===== config.mk =====
export PLATFORM = sky130hd
export DESIGN_NAME = seg_display_scan_flat
export DESIGN_NICKNAME = d
export VERILOG_FILES = /design/src/rtl/seg_display_scan_if.sv /design/src/rtl/seg_display_scan.sv /design/src/flat_wrapper.sv
export SDC_FILE = /design/constraint.sdc
export NUM_CORES = 1
export LEC_CHECK = 0
export CAP_MARGIN = 20
export CORE_UTILIZATION = 47
export DETAILED_ROUTE_END_ITERATION = 6
export PLACE_DENSITY = 0.8
export SLEW_MARGIN = 10
export SYNTH_ARGS = -nofsm -noshare
export SYNTH_HDL_FRONTEND = slang
export SYNTH_SLANG_ARGS = --single-unit

===== constraint.sdc =====
create_clock -name clk -period 2.3 [get_ports clk]
set_input_delay 0.345 -clock clk [delete_from_list [all_inputs] [get_ports clk]]
set_output_delay 0.345 -clock clk [all_outputs]
set_load 0.02 [all_outputs]

===== src/rtl/seg_display_scan_if.sv =====
// Scan-display bus: digit index, value/decimal-point inputs and load strobe in;
// registered anode/segment/dp drive and frame marker out.
interface seg_display_scan_if #(
  parameter int N = 2
);
  localparam int D = 2 ** N;

  logic [N-1:0]   digit_sel;
  logic [4*D-1:0] data_in;
  logic [D-1:0]   dp_in;
  logic           load;
  logic           blank_lz;
  logic [D-1:0]   an;
  logic [6:0]     seg;
  logic           dp;
  logic           frame_start;

  modport master (
    output digit_sel, data_in, dp_in, load, blank_lz,
    input  an, seg, dp, frame_start
  );

  modport slave (
    input  digit_sel, data_in, dp_in, load, blank_lz,
    output an, seg, dp, frame_start
  );
endinterface


===== src/rtl/seg_display_scan.sv =====
// Multiplexed 7-segment driver: double-buffered hex value, dead-time blanking after
// every digit change, leading-zero suppression; all outputs registered.
module seg_display_scan #(
  parameter int N         = 2,
  parameter int BLANK_CYC = 16
) (
  input  logic                clk,
  input  logic                reset,
  seg_display_scan_if.slave   scan_io
);
  localparam int D  = 2 ** N;
  localparam int CW = (BLANK_CYC > 1) ? $clog2(BLANK_CYC) : 1;
  localparam logic [CW-1:0] CNT_INIT = CW'((BLANK_CYC > 0) ? BLANK_CYC - 1 : 0);

  typedef enum logic {BLANK, DRIVE} state_t;

  state_t         state_q, state_d;
  logic [CW-1:0]  cnt_q, cnt_d;
  logic [N-1:0]   sel_q, sel_d;
  logic [4*D-1:0] shadow_q, shadow_d, disp_q, disp_d;
  logic [D-1:0]   shdp_q, shdp_d, dpreg_q, dpreg_d;
  logic [D-1:0]   an_q, an_d;
  logic [6:0]     seg_q, seg_d;
  logic           dp_q, dp_d, fs_q, fs_d;
  logic           chg;
  logic [4*D-1:0] upper;
  logic [3:0]     nib;
  logic           suppress;

  function automatic logic [6:0] glyph(input logic [3:0] v);
    case (v)
      4'h0: glyph = 7'h3F; 4'h1: glyph = 7'h06; 4'h2: glyph = 7'h5B; 4'h3: glyph = 7'h4F;
      4'h4: glyph = 7'h66; 4'h5: glyph = 7'h6D; 4'h6: glyph = 7'h7D; 4'h7: glyph = 7'h07;
      4'h8: glyph = 7'h7F; 4'h9: glyph = 7'h6F; 4'hA: glyph = 7'h77; 4'hB: glyph = 7'h7C;
      4'hC: glyph = 7'h39; 4'hD: glyph = 7'h5E; 4'hE: glyph = 7'h79; default: glyph = 7'h71;
    endcase
  endfunction

  assign chg = (scan_io.digit_sel != sel_q);

  always_comb begin
    sel_d    = scan_io.digit_sel;
    shadow_d = scan_io.load ? scan_io.data_in : shadow_q;
    shdp_d   = scan_io.load ? scan_io.dp_in   : shdp_q;
    disp_d   = disp_q;
    dpreg_d  = dpreg_q;
    fs_d     = 1'b0;
    state_d  = state_q;
    cnt_d    = cnt_q;
    an_d     = '1;
    seg_d    = 7'h7F;
    dp_d     = 1'b1;

    // Wrap to digit 0: promote the shadow as it stood before this edge.
    if (chg && scan_io.digit_sel == '0) begin
      disp_d  = shadow_q;
      dpreg_d = shdp_q;
      fs_d    = 1'b1;
    end

    if (chg) begin
      if (BLANK_CYC > 0) begin
        state_d = BLANK;
        cnt_d   = CNT_INIT;
      end else begin
        state_d = DRIVE;
      end
    end else if (state_q == BLANK) begin
      if (cnt_q != '0) cnt_d = cnt_q - CW'(1);
      else             state_d = DRIVE;
    end

    // Decode from post-edge selection so a zero-dead-time build shows the new digit immediately.
    upper    = disp_d >> (4 * sel_d);
    nib      = upper[3:0];
    suppress = scan_io.blank_lz && (sel_d != '0) && (upper == '0);

    if (state_d == DRIVE) begin
      an_d  = ~(D'(1) << sel_d);
      seg_d = suppress ? 7'h7F : ~glyph(nib);
      dp_d  = ~dpreg_d[sel_d];
    end
  end

  always_ff @(posedge clk or posedge reset) begin
    if (reset) begin
      state_q  <= BLANK;
      cnt_q    <= CNT_INIT;
      sel_q    <= '0;
      shadow_q <= '0;
      shdp_q   <= '0;
      disp_q   <= '0;
      dpreg_q  <= '0;
      an_q     <= '1;
      seg_q    <= 7'h7F;
      dp_q     <= 1'b1;
      fs_q     <= 1'b0;
    end else begin
      state_q  <= state_d;
      cnt_q    <= cnt_d;
      sel_q    <= sel_d;
      shadow_q <= shadow_d;
      shdp_q   <= shdp_d;
      disp_q   <= disp_d;
      dpreg_q  <= dpreg_d;
      an_q     <= an_d;
      seg_q    <= seg_d;
      dp_q     <= dp_d;
      fs_q     <= fs_d;
    end
  end

  assign scan_io.an          = an_q;
  assign scan_io.seg         = seg_q;
  assign scan_io.dp          = dp_q;
  assign scan_io.frame_start = fs_q;
endmodule


===== src/flat_wrapper.sv =====
// flat-port wrapper written by rule: the top's interface ports become plain ports
module seg_display_scan_flat 
#(
  parameter int N         = 2,
  parameter int BLANK_CYC = 16
)
  (clk, reset, scan_io_digit_sel, scan_io_data_in, scan_io_dp_in, scan_io_load, scan_io_blank_lz, scan_io_an, scan_io_seg, scan_io_dp, scan_io_frame_start);
  seg_display_scan_if #(.N(N)) scan_io_i ();
  input  logic clk;
  input  logic reset;
  input wire logic [$bits(scan_io_i.digit_sel)-1:0] scan_io_digit_sel;
  input wire logic [$bits(scan_io_i.data_in)-1:0] scan_io_data_in;
  input wire logic [$bits(scan_io_i.dp_in)-1:0] scan_io_dp_in;
  input wire logic [$bits(scan_io_i.load)-1:0] scan_io_load;
  input wire logic [$bits(scan_io_i.blank_lz)-1:0] scan_io_blank_lz;
  output wire logic [$bits(scan_io_i.an)-1:0] scan_io_an;
  output wire logic [$bits(scan_io_i.seg)-1:0] scan_io_seg;
  output wire logic [$bits(scan_io_i.dp)-1:0] scan_io_dp;
  output wire logic [$bits(scan_io_i.frame_start)-1:0] scan_io_frame_start;
  assign scan_io_i.digit_sel = scan_io_digit_sel;
  assign scan_io_i.data_in = scan_io_data_in;
  assign scan_io_i.dp_in = scan_io_dp_in;
  assign scan_io_i.load = scan_io_load;
  assign scan_io_i.blank_lz = scan_io_blank_lz;
  assign scan_io_an = scan_io_i.an;
  assign scan_io_seg = scan_io_i.seg;
  assign scan_io_dp = scan_io_i.dp;
  assign scan_io_frame_start = scan_io_i.frame_start;
  seg_display_scan #(.N(N), .BLANK_CYC(BLANK_CYC)) u_core (.clk(clk), .reset(reset), .scan_io(scan_io_i));
endmodule

* Word-level counts from Yosys, hierarchy flattened
Memory sizes are Yosys's and may differ from the RTL's. Cells that the tools add are included.
Word-level totals: bits in registers 60, ROM bits 112, logic and storage cells 46, memories kept 1
Memory list:
- (name not given) | words 16, bits a word 7, read ports 1, clocked after Yosys merged registers in 0, wr ports 0, line seg_display_scan.sv:31 | case (v)
Cells by class: $add $sub $neg 1, $lt $le $gt $ge 1, equality and inequality tests 2, shifts and indexed selects 2, muxes and demuxes 16, bitwise logic cells 3, reductions and logical operators 9
Operators by type and width (count):
- $mux W7 | 3
- $mux W4 | 5
- $logic_not A16 Y1 | 1
- $mux W16 | 1
- $shr A16 B4 Y16 | 1
- $not A7 Y7 | 1
- $mux W1 | 6
- $not A4 Y4 | 1
- $reduce_bool A2 Y1 | 2
- $reduce_bool A4 Y1 | 1
- $shl A1 B2 Y4 const A | 1
- $sub A4 B1 Y4 const B | 1
- $logic_and A1 B1 Y1 | 3
- $lt A2 B3 Y1 const B | 1
- $bmux W1 S2 | 1
- $logic_not A2 Y1 | 1
- $ne A2 B2 Y1 | 1
- $ne A2 B2 Y1 const B | 1
- $reduce_and A2 Y1 | 1
- $not A1 Y1 | 1

* Longest topological paths before layout
Gate-level depths: netlist of the first run. An unclocked memory read counts as a cell.
depth after elaboration 9, depth in mapped cells 9, depth with buffers taken out 9

* Worst setup path before layout of the first run
OpenSTA, ideal clock, no wires.
path type flip-flop to flip-flop, start register u_core.sel_q[1], end register u_core.seg_q[2], in the netlist u_core.scan_io.seg[2], library setup time 0.107 ns, data arrival time 1.924 ns, setup slack 0.268 ns, stages on the path, launching flop included 9, period minus slack after synthesis 2.032 ns, cell sequence dfrtp_1 > nor2_2 > mux2i_1 > a221o_1 > ha_1 > nand2_1 > a2111oi_0 > a21boi_1 > o221ai_1
Between the ends: word-level cells in the longest chain between the ends 9, elaborated cells on any way between the ends 12
RTL lines:
- start, declared | line seg_display_scan.sv:19 | logic [N-1:0] sel_q, sel_d;
- start signal, assigned | line seg_display_scan.sv:101 | sel_q <= sel_d;
- $ne A2 B2 Y1 (*) | line seg_display_scan.sv:39 | assign chg = (scan_io.digit_sel != sel_q);
- $logic_and A1 B1 Y1 | line seg_display_scan.sv:55 | if (chg && scan_io.digit_sel == '0) begin
- $mux W16 | line seg_display_scan.sv:55
- $shr A16 B4 Y16 | line seg_display_scan.sv:74 | upper = disp_d >> (4 * sel_d);
- $mem_v2 Z16 W7
- $mux W7 | line seg_display_scan.sv:78 | if (state_d == DRIVE) begin
- $not A7 Y7 | line seg_display_scan.sv:80 | seg_d = suppress ? 7'h7F : ~glyph(nib);
- $mux W7 | line seg_display_scan.sv:80
- $mux W7 (*) | line seg_display_scan.sv:78
- net u_core.seg_d[2] | line seg_display_scan.sv:23 | logic [6:0] seg_q, seg_d;
- end signal, assigned | line seg_display_scan.sv:107 | seg_q <= seg_d;
- end, declared | line seg_display_scan.sv:23
The timed path passes the listed nets; every way through them passes the cells marked *. The select of a mux whose other input is x is not followed. A chain may end at the register's enable or synchronous reset.

* Final worst setup path of the first run
start input port scan_io_digit_sel[1], end register u_core.seg_q[2], in the netlist u_core.scan_io.seg[2]
Between the ends: word-level cells in the longest chain between the ends 9, elaborated cells on any way between the ends 15
RTL lines:
- start, declared | line flat_wrapper.sv:11 | input wire logic [$bits(scan_io_i.digit_sel)-1:0] scan_io_digit_sel;
- $ne A2 B2 Y1 or $logic_not A2 Y1 (tied branches) | line seg_display_scan.sv:39, seg_display_scan.sv:55
- $logic_and A1 B1 Y1 | line seg_display_scan.sv:55
- $mux W16 | line seg_display_scan.sv:55
- $shr A16 B4 Y16 | line seg_display_scan.sv:74
- $mem_v2 Z16 W7
- $mux W7 | line seg_display_scan.sv:78
- $not A7 Y7 | line seg_display_scan.sv:80
- $mux W7 | line seg_display_scan.sv:80
- $mux W7 (*) | line seg_display_scan.sv:78
- net u_core.seg_d[2] | line seg_display_scan.sv:23
Marked as above.

==> flow_summary.ini, run 1 <==
[yosys]
synth_common_cells = nand2_1, dfrtp_1, mux2_2
synth_edf_count = 0
yosysUniqueCellTypes = 42
synth_top_area_share_pct = 40.1
synth_ff_type = dfrtp_1
async_reset_ff_share_pct = 100
synth_largest_area_cell = dfrtp_1
syn_area_um2 = 2750
synthTopCellsByArea = dfrtp_1, dfstp_2, mux2_2
netlist_instances = 239
yosysSeqAreaShare_pct = 55.4
syn_avg_cell_area_um2 = 11.5
ys_warn_count = 0
synth.ff_latch_count = 60
yosysMostFrequentCell = nand2_1
synth_nets = 272

[clock_network]
clock_path_buffers = 2
postCtsSetupBuffers = 0
htree_levels = 3
ctsRootBufferMaster = clkbuf_8
cts_made_buffers = 9
clkLatencyLatePin_ps = 340
clkSlewWorstSetupHoldPaths_ps = 70
cts_tree = built
cts.sinks = 60

[timing]
hold_viol_final = 0
tightestPinTransition_ps = 451
finalWorstPathRequiredPeriod_ps = 2090
min_period_over_period_pct = 90.8
rsz0062_at_grt = false
setup_viol = 0
worst_hold_slack_ps = 335
max_freq_ghz = 0.479
relSlewSlack_pct = 69.9
drv_slew = 0
finClkSkew_ps = 6.08

[grt]
grt_overflow = 0
grt_max_degree = 41
antenna_found_initial = 0
grt_use_total_pct = 19.7
grt_pass1_vias = 1965
grt_pass1_wl_um = 8970

[worst_setup_path]
startpoint = scan_io_digit_sel[1]
cp_max_fo = 7
ff2ff_path_depth = 8
r2r_end = u_core.scan_io.seg[2]$_DFF_PP1_
reg2reg_slack_ps = 220
critPathKind = in2reg
worstPathRequired_ps = 2540
cp-end-kind = register
rr_startpoint = u_core.sel_q[0]$_DFF_PP0_
start_kind = input port
setup.worst_path.end = u_core.scan_io.seg[2]$_DFF_PP1_
cp.arrival_ps = 2330

[floorplanning]
die_w_um = 78.4
initial_core_util_pct = 49.3
die-area_um2 = 6150
core_area_um2 = 5570
rows = 27
io_pins = 39
die_y_um = 78.4

[cells_and_area]
diodes = 0
area_delta_synth_final_pct = 28.7
layout-drive-gt1-share_pct = 29.7
nets = 334

[detailed_routing]
wl_um = 5200
ant_nets = 0
vias = 1983
dr.pass1.iters = 4
drc = 0
wl_per_cell_um = 13.7
vias_per_cell = 5.25
detail_route.iter0.violations = 103

[power_and_ir_drop]
power_density_nw_per_um2 = 715
ir_drop_mv = 0.446
total_power_uw = 2530
leakagePower_uw = 0.00155

[placed_design]
place_congestion = 0.843
dp_hpwl_um = 3730
io_buffer_count = 38

[hold_path]
hp-class = in2async

[status]
outcome = complete, no violations

[job]
maxCapViolations = 0
## report_power, final
group	internal, µW	switching, µW	total (µW)
clock	412	404	816
combinational	239	226	465
sequential	1170	76.6	1250
## registers in the layout, indices dropped and copies added (netlist names)
register / count
u_core.scan_io.an: 4
u_core.sel_q: 2
u_core.scan_io.dp: 1
u_core.disp_q: 16
u_core.dpreg_q: 4
u_core.scan_io.frame_start: 1
u_core.state_q: 1
u_core.shdp_q: 4
u_core.shadow_q: 16
u_core.scan_io.seg: 7
u_core.cnt_q: 4
## layout make-up
| class | instances | area, µm² |
|---|---|---|
| clock buffer | 11 | 141 |
| clock inverter | 5 | 27.5 |
| fill | 457 | 2040 |
| inverter | 9 | 33.8 |
| multi-input combinational | 162 | 1170 |
| sequential | 60 | 1520 |
| tap | 72 | 90.1 |
| timing repair buffer | 59 | 551 |
## per-stage QoR
| step | area [µm²] | setup WS (ps) | utilization [%] | TNS, ps | std cells |
|---|---|---|---|---|---|
| after detailed placement | 3350 | -285 | 60.1 | -1700 | 362 |
| after CTS | 3520 | 19.0 | 63.1 | 0 | 378 |
| after global routing | 3530 | 29.2 | 63.4 | 0 | 378 |
| after global placement | 3350 | -188 | 60.1 | -1040 | 362 |
| after floorplan | 2750 | 268 | - | 0 | 239 |
| final | 3530 | 212 | 63.4 | 0 | 378 |
## worst min path at each step
| stage | start | to | slack (ps) |
|---|---|---|---|
| 2_1_floorplan | scan_io_digit_sel[0] | u_core.sel_q[0]$_DFF_PP0_ | 380 |
| 3_3_place_gp | u_core.shdp_q[2]$_DFFE_PP0P_ | u_core.dpreg_q[2]$_DFF_PP0_ | 450 |
| 4_1_cts | reset | u_core.shdp_q[0]$_DFFE_PP0P_ | 340 |
| 3_5_place_dp | u_core.shdp_q[3]$_DFFE_PP0P_ | u_core.dpreg_q[3]$_DFF_PP0_ | 450 |
| 6_report | reset | u_core.state_q$_DFF_PP0_ | 330 |
| 5_1_grt | reset | u_core.shdp_q[0]$_DFFE_PP0P_ | 370 |
## cells in the final DEF (no fill, tap or decap), types with 2 or more instances in the layout
cell type / synthesis / final
o311ai_1: 2 / 2
a2bb2oi_1: 2 / 2
a221o_1: 2 / 2
mux2_2: 29 / 29
nand3_1: 6 / 6
nand3b_1: 2 / 2
clkdlybuf4s50_1: 0 / 38
inv_1: 9 / 8
clkinv_2: 0 / 4
ha_1: 7 / 7
dfstp_2: 16 / 16
and2_1: 2 / 2
buf_4: 0 / 20
xor2_1: 2 / 2
nor3_1: 4 / 4
a21oi_1: 3 / 3
o21ai_0: 9 / 8
a211oi_1: 2 / 2
o211ai_1: 4 / 4
nor2_1: 8 / 8
mux2i_1: 7 / 7
clkbuf_8: 0 / 10
dfrtp_1: 44 / 44
nand2_1: 50 / 50
nor2_2: 3 / 2
## what timing repair did
action,in CTS,in global routing
hold buffers,0,0
endpoints found under the setup margin,0,7
gates resized for setup,0,4
## layer usage
layer  global-route usage (%)  share of wire, %  routed length [µm]
met1                     24.0                45                2320
met2                     31.0                50                2580
met3                     4.77               3.3                 171
met4                     13.1               2.3                 121
met5                        0                 0                   0
## cells by family after synthesis
family                   after synthesis  synth area share (%)
AO/OA/AOI/OAI                         31                  7.88
XOR/XNOR                               4                  1.96
adder cells (fa/ha/maj)                7                  3.19
buffers and inverters                 17                  2.60
flip-flops                            60                  55.4
multiplexers                          38                  15.7
AND/OR/NAND/NOR                       82                  13.3
## worst max-delay path, stage by stage
cell and delay, ps:
clkdlybuf4s50_1 610, mux2i_1 120, a221o_1 380, ha_1 220, nand2_1 80, a2111oi_2 40, a21boi_2 330, o221ai_1 190
Note: power is estimated with default switching activity, not from simulation.
==> run 2, diff against run 1 <==
- SKIP_CTS_REPAIR_TIMING: default -> 1
==> results of run 2 <==
Final layout, timing and power as in run 1 (identical DEF).
==> run 3, diff against run 2 <==
- CELL_PAD_IN_SITES_DETAIL_PLACEMENT: default -> 0
- CELL_PAD_IN_SITES_GLOBAL_PLACEMENT: default -> 2
- CORE_UTILIZATION: 47 -> 36
- PLACE_DENSITY: 0.8 -> default
- PLACE_DENSITY_LB_ADDON: default -> 0.08
==> run 3 against run 2 <==
Register-to-register slack better by 70 ps. Clock skew is 1.8 ps higher. Fmax decreased by 0.94%. Utilization fell by 14 points. Clock power grew 26%.
==> flow_summary.ini, run 3 (same netlist as run 1, synthesis figures left out) <==
[status]
outcome = complete, no violations

[grt]
grt_overflow = 0
antenna_found_initial = 0
grt_pass1_wl_um = 9360
grt_use_total_pct = 16.0
grt_max_degree = 33
grt_pass1_vias = 1939

[power_and_ir_drop]
intPower_uw = 2040
p_clk_share_pct = 37.4
seqPwrFrac_pct = 45.1
combPwrFrac_pct = 17.5
p_switching_uw = 711
leakagePower_uw = 0.00160
total_power_uw = 2750
p_sw_share_pct = 25.8
ir_drop_mv = 0.298
power_density_nw_per_um2 = 755

[floorplanning]
initial_core_util_pct = 37.5
rows = 31
core_area_um2 = 7330
io_pins = 39
die_w_um = 89.3
die_y_um = 89.3
die-area_um2 = 7980

[detailed_routing]
met2WireLength_um = 2500
detail_route.iter0.violations = 55
vias_per_cell = 4.77
ant_nets = 0
wl_met3_um = 139
drc = 0
met1_length_um = 2730
wl_per_cell_um = 13.4
wl_um = 5500
dr.pass1.iters = 4
dr.max_layer_used = met4
vias = 1957

[timing]
max_freq_ghz = 0.474
finalWorstPathRequiredPeriod_ps = 2110
min_period_over_period_pct = 91.6
fin_tns_setup_ps = 0
finClkSkew_ps = 7.89
hold_viol_final = 0
tightestPinTransition_ps = 621
rsz0062_at_grt = false
drv_slew = 0
worst_slack_ps = 192
relSlewSlack_pct = 58.5
setup_viol = 0

[cells_and_area]
layout-drive-gt1-share_pct = 30.5
nets = 339
mostFrequentLayoutCells = nand2_1, dfrtp_1, clkdlybuf4s50_1
diodes = 0
final_common_cell = nand2_1
stdcell_count = 410
area_delta_synth_final_pct = 32.8

[hold_path]
hp-class = in2async

[placed_design]
io_buffer_count = 38
dp_hpwl_um = 3990
place_congestion = 0.801
preCtsSetupSlack_ps = -366
placed_cells = 394

[worst_setup_path]
cp.arrival_ps = 2350
path_cells = clkdlybuf4s50_1 > mux2i_1 > a221o_1 > ha_1 > nand2_1 > a2111oi_2 > a21boi_2 > o221ai_1
start_kind = input port
cp_max_fo = 7
cp-end-kind = register
critPathKind = in2reg
worst_path_max_delay_cell = clkdlybuf4s50_1
worstPathRequired_ps = 2540
cpPeakStageDelay_ps = 620

[clock_network]
ctsRootBufferMaster = clkbuf_8
cts_made_buffers = 9
cts_tree = built
clkSlewWorstSetupHoldPaths_ps = 70
clock_path_buffers = 2
htree_levels = 3
cts.sinks = 60
clkLatencyLatePin_ps = 340

[job]
maxCapViolations = 0
[run 3: final cells by class]
| cell class | instances | area (µm²) |
|---|---|---|
| Clock buffer | 15 | 186 |
| Clock inverter | 1 | 30.0 |
| Fill cell | 679 | 3680 |
| Inverter | 9 | 33.8 |
| Multi-Input combinational cell | 162 | 1160 |
| Sequential cell | 60 | 1520 |
| Tap cell | 99 | 124 |
| Timing Repair Buffer | 64 | 588 |
[run 3: metrics by stage]
stage	hold WS, ps	area (µm²)	utilization [%]
after floorplan	376	2750	-
after global placement	447	3420	46.7
after detailed placement	453	3420	46.7
after CTS	422	3640	49.6
after global routing	467	3650	49.8
final	405	3650	49.8
[run 3: critical path, delay by kind of cell]
kind / cells / cell delay, ps
AOI/OAI and AO/OA: 4 / 950
adders and majority gates: 1 / 210
buffers and inverters: 1 / 620
muxes: 1 / 130
and+or+nand+nor: 1 / 90
[run 3: per-layer routing]
metal	up-vias	track usage (%)
met5	-	0
met4	0	8.80
met3	11	3.32
met2	36	24.6
met1	942	21.1
li1	968	-
[run 3: power by group through the flow]
| stage | clock, µW | combinational (µW) | sequential, µW |
|---|---|---|---|
| after CTS | 1060 | 487 | 1240 |
| final | 1030 | 482 | 1240 |
| after global routing | 1110 | 542 | 1260 |
| after floorplan | 0 | 309 | 1240 |
| after global placement | 0 | 482 | 1260 |
| after detailed placement | 0 | 484 | 1260 |
[run 3: path summary, 6_finish.rpt]
check                                                startpoint                               to  slack [ps]  cells after the start
min in group clk                u_core.shadow_q[10]$_DFFE_PP0P_      u_core.disp_q[10]$_DFF_PP0_         470                      2
max in group asynchronous                                 reset      u_core.disp_q[11]$_DFF_PP0_        1300                      3
worst max-delay path                       scan_io_digit_sel[1]  u_core.scan_io.seg[2]$_DFF_PP1_         190                      8
worst max register to register        u_core.sel_q[0]$_DFF_PP0_  u_core.scan_io.seg[2]$_DFF_PP1_         290                      8
worst min-delay path                                      reset         u_core.state_q$_DFF_PP0_         410                      2
worst min register to register  u_core.shadow_q[10]$_DFFE_PP0P_      u_core.disp_q[10]$_DFF_PP0_         470                      2
==> edit 1 (flow settings as in run 3) <==
Reset style: synchronous (`reset`), changed in one clocked block.
--- a/src/rtl/seg_display_scan.sv
+++ b/src/rtl/seg_display_scan.sv
@@ -82,7 +82,7 @@
     end
   end
 
-  always_ff @(posedge clk or posedge reset) begin
+  always_ff @(posedge clk) begin
     if (reset) begin
       state_q  <= BLANK;
       cnt_q    <= CNT_INIT;
Formal check against the unedited RTL: differs if reset is asserted again (counterexample within 4 cycles, from zero or initial values and one cycle with reset high); with reset held inactive, the same outputs for 10 cycles.
==> edit 1 against run 3 <==
  * The run now ends with setup timing left
  * Wire length up 3.7%
  * Synthesized cell count up 17%
  * First-iteration DRC count up 24%
  * Final area down 4.7%
  * Count of clock-buffer cells in the layout down 2
  * Synthesized area down 6.9%
  * Core utilization up 1.1 points
  * Power down 14%
  * Sequential cell count unchanged
  * Worst setup slack worse by 270 ps
  * Highest routed layer unchanged
==> edit 1: results (changes against run 3) <==
metric	value	unit	change
power_leakage	1.43	nW	was 1.60 nW
grt_use_total	16.9	%	was 16.0%
synth_common_cells	60 x dfxtp_1, 50 x nand2_1, 31 x nor2_1, 29 x mux2i_1, 28 x a21oi_1		was 50 x nand2_1, 44 x dfrtp_1, 29 x mux2_2, 16 x dfstp_2
fin_setup_tns	-420	ps	was 0 ps
setup_ws	-77.2	ps	was 192 ps
first_global_vias	1923		was 1939
wl_per_cell	12.8	microns	was 13.4 microns
detailed_place_hpwl	4.09	mm	was 3.99 mm
grt_pass1_wl	9.56	mm	was 9.36 mm
gp_congestion	0.827		was 0.801
dp_slack	-454	ps	was -366 ps
grt_max_degree	44		was 33
syn-num-nets	313		was 272
yosysSeqAreaShare	47.0	%	was 55.4%
violations	setup timing		
r2r-start	u_core.sel_q[1]		was u_core.sel_q[0]
setup_violations	7		was 0
clock_latency	330	ps	
synth_top_area_share	47.0	%	was 40.1%
whs	455	ps	was 405 ps
worstMarginPinSlew	518	ps	was 621 ps
worst_ep_arrival_time	2650	ps	was 2350 ps
synth_ff_type	dfxtp_1		was dfrtp_1
drive_gt1_share	18.1	%	was 30.5%
fin_nets	377		was 339
status	finished, violations left		was finished clean
r2r-end	u_core.scan_io.seg[6]		was u_core.scan_io.seg[2]
hold_depth	2		
num-fill-cells	701		was 679
hold_path_class	register to register		was input port to asynchronous set/reset pin
rr_worst_depth	10		was 8
routed_via_density	4.62		was 4.77
crit_slowest_cell	mux4_2		was clkdlybuf4s50_1
peakVddDrop	357	uV	was 298 uV
drt_iter0_drc	68		was 55
netlist_top_cells_area	dfxtp_1 47%, mux2i_1 11%, nand2_1 7.3%, a21oi_1 5.5%, nor2_1 4.5%		was dfrtp_1 40%, dfstp_2 15%, mux2_2 12%, nand2_1 6.8%, ha_1 3.2%
finClkSkew	3.91	ps	was 7.89 ps
critPathMaxStageDelay	470	ps	was 620 ps
edit 1: cell count changes after synthesis, moves of 16 or more:
cell and delta:
dfxtp_1 +60, dfrtp_1 -44, mux2_2 -28, a21oi_1 +25, nor2_1 +23, mux2i_1 +22, dfstp_2 -16
edit 1: metrics by stage:
| step | power [mW] | cell area [sq um] | cells | util [%] |
|---|---|---|---|---|
| after floorplan | 1.26 | 2580 | 280 | - |
| after global placement | 1.38 | 3250 | 429 | 47.6 |
| after detailed placement | 1.38 | 3250 | 429 | 47.6 |
| after CTS | 2.42 | 3470 | 445 | 50.8 |
| after global routing | 2.48 | 3470 | 445 | 50.9 |
| final | 2.37 | 3470 | 445 | 50.9 |
edit 1: where the power goes:
part / internal [mW] / switching, mW / leakage, nW / total, mW
Sequential: 1.07 / 0.0211 / 0.489 / 1.09
Combinational: 0.141 / 0.126 / 0.831 / 0.268
Clock: 0.617 / 0.396 / 0.112 / 1.01
edit 1: worst max path at each step:
stage	from	endpoint	slack [ps]	cells after the start
floorplan	u_core.sel_q[1]	u_core.scan_io.seg[4]	-140	10
global placement	scan_io_digit_sel[1]	u_core.scan_io.seg[5]	-380	9
detailed placement	scan_io_digit_sel[1]	u_core.scan_io.seg[6]	-450	12
CTS	u_core.sel_q[1]	u_core.scan_io.seg[6]	-150	10
global route	u_core.sel_q[1]	u_core.scan_io.seg[4]	-200	10
finish	u_core.sel_q[1]	u_core.scan_io.seg[6]	-80	10
edit 1: metal layers:
| metal | share of wire (%) | vias to the layer above | GRT usage, % |
|---|---|---|---|
| li1 | - | 1081 | - |
| met1 | 51 | 936 | 23.2 |
| met2 | 44 | 32 | 24.7 |
| met3 | 3.1 | 7 | 4.67 |
| met4 | 1.9 | 0 | 7.73 |
| met5 | 0 | - | 0 |
edit 1: cells by family (layout without fill, tap and decap cells):
family                     Yosys count  after routing  synth area share (%)
and+or+nand+nor                    101            101                  17.1
DFF                                 60             60                  47.0
AOI/OAI and AO/OA                   52             52                  13.4
muxes                               33             33                  14.0
buffers and inverters               23             92                  3.72
adders and majority gates            7              7                  3.42
xor gates and xnor gates             4              4                  1.37
edit 1: critical path, delay by kind of cell, from the launching register on:
kind	cells	cell delay (ps)
AOI/OAI and AO/OA	4	820
muxes	2	780
DFF	1	330
and+or+nand+nor	2	150
adders and majority gates	1	140
buffers and inverters	1	100
edit 1: area by class of cell:
class	instances	area (sq um)	share of cell area, %
clock inverters	3	42.5	1.22
well taps	96	120	3.46
inverters	6	22.5	0.648
clock buffers	13	179	5.15
multi-input cells	197	1280	37.0
flip-flops and latches	60	1200	34.6
repair buffers	70	623	17.9
==> edit 2 (config.mk and constraints of run 3) <==
Made on the original files. `BLANK_CYC` is set to 16 in 2 places; all go to 32.
--- a/src/rtl/seg_display_scan.sv
+++ b/src/rtl/seg_display_scan.sv
@@ -2,7 +2,7 @@
 // every digit change, leading-zero suppression; all outputs registered.
 module seg_display_scan #(
   parameter int N         = 2,
-  parameter int BLANK_CYC = 16
+  parameter int BLANK_CYC = 32
 ) (
   input  logic                clk,
   input  logic                reset,
--- a/src/flat_wrapper.sv
+++ b/src/flat_wrapper.sv
@@ -2,7 +2,7 @@
 module seg_display_scan_flat 
 #(
   parameter int N         = 2,
-  parameter int BLANK_CYC = 16
+  parameter int BLANK_CYC = 32
 )
   (clk, reset, scan_io_digit_sel, scan_io_data_in, scan_io_dp_in, scan_io_load, scan_io_blank_lz, scan_io_an, scan_io_seg, scan_io_dp, scan_io_frame_start);
   seg_display_scan_if #(.N(N)) scan_io_i ();
Check against the original RTL: same outputs for any inputs over 10 cycles, from zero or initial values and one cycle with reset high; that may be too few to reach the edited logic, so the function may still have changed.
==> edit 2 against run 3 <==
  * Worst setup slack gained 6.0 ps
  * Power grew 0.40%
  * Clock skew up 0.82 ps
  * Sequential cell count is 1 higher
  * Register-to-register slack worse by 90 ps
  * Wire length decreased by 7.8%
  * Fmax grew 0.29%
  * Final area decreased by 0.89%
  * Critical path depth unchanged
  * Sequential power rose by 3%
  * Synthesized area up 0.46%
  * Sequential share of layout area is 1.1 points higher
==> edit 2: results (changes against run 3) <==
metric	value	unit	change
critPathMaxStageDelay	420	ps	was 620 ps
met2_usage	22.2	%	was 24.6%
synthDistinctLibCells	40		was 42
fin_area	3610	sq um	was 3650 sq um
signal_buffers	61		was 64
seqPwrFrac	46.3	%	was 45.1%
yosysSeqAreaShare	56.1	%	was 55.4%
dr_wl_met3	208	microns	was 139 microns
path_class	register to register		was input port to register
fin_nets	306		was 339
synth_compound_area_share	8.16	%	was 7.88%
status	finished clean		unchanged
netlist_top_cells_area	dfrtp_1 40%, mux2_2 17%, dfstp_2 16%, ha_1 3.2%, mux2i_1 2.5%		was dfrtp_1 40%, dfstp_2 15%, mux2_2 12%, nand2_1 6.8%, ha_1 3.2%
synth_xor_area_share	1.59	%	was 1.96%
seq_cells	61		was 60
final-instance-count-excl-fill	377		was 410
grt_pass1_wl	8.58	mm	was 9.36 mm
crit_slowest_cell	dfrtp_1		was clkdlybuf4s50_1
fmax	0.476	GHz	was 0.474 GHz
dp_slack	-92.3	ps	was -366 ps
synth_common_cells	44 x dfrtp_1, 42 x mux2_2, 17 x dfstp_2, 16 x nor2_1, 14 x nand2_1		was 50 x nand2_1, 44 x dfrtp_1, 29 x mux2_2, 16 x dfstp_2
worstMarginPinSlew	448	ps	was 621 ps
num-fill-cells	656		was 679
first_global_vias	1732		was 1939
n_all_inverters	6		was 9
drive_gt1_share	37.8	%	was 30.5%
p_comb_share	19.2	%	was 17.5%
r2r_slack	200	ps	was 290 ps
gr-usage-met3	5.08	%	was 3.32%
whs	312	ps	was 405 ps
vias	1791		was 1957
peakVddDrop	369	uV	was 298 uV
drt_iter0_drc	48		was 55
grt_max_degree	24		was 33
multi_input_area_share	31.9	%	about the same
detailed_place_hpwl	3.77	mm	was 3.99 mm
netSwitchingFraction	25.8	%	about the same
wl_per_cell	13.4	microns	about the same
buffer_area_share	15.6	%	was 16.1%
## edit 2: changes by cell type in the layout (fill, tap and decap cells not counted), moves of 2 or more
| cell | before | now |
|---|---|---|
| o21ai_0 | 8 | 2 |
| buf_4 | 25 | 22 |
| inv_1 | 8 | 5 |
| xnor2_1 | 1 | 3 |
| nor2_2 | 3 | 0 |
| nand2_1 | 50 | 14 |
| a211oi_1 | 2 | 0 |
| nand3_1 | 6 | 3 |
| nor2_1 | 8 | 16 |
| clkbuf_8 | 13 | 11 |
| mux2_2 | 29 | 42 |
| a21o_1 | 0 | 2 |
| a21oi_1 | 3 | 1 |
| a2bb2oi_1 | 2 | 0 |
## edit 2: worst reg2reg max path, stage by stage (launching register included)
cell	delay (ps)
dfrtp_1	420
nor2_4	200
mux2_2	370
o221ai_1	180
buf_4	180
ha_1	170
o2111ai_1	100
o21a_2	280
o311ai_1	100
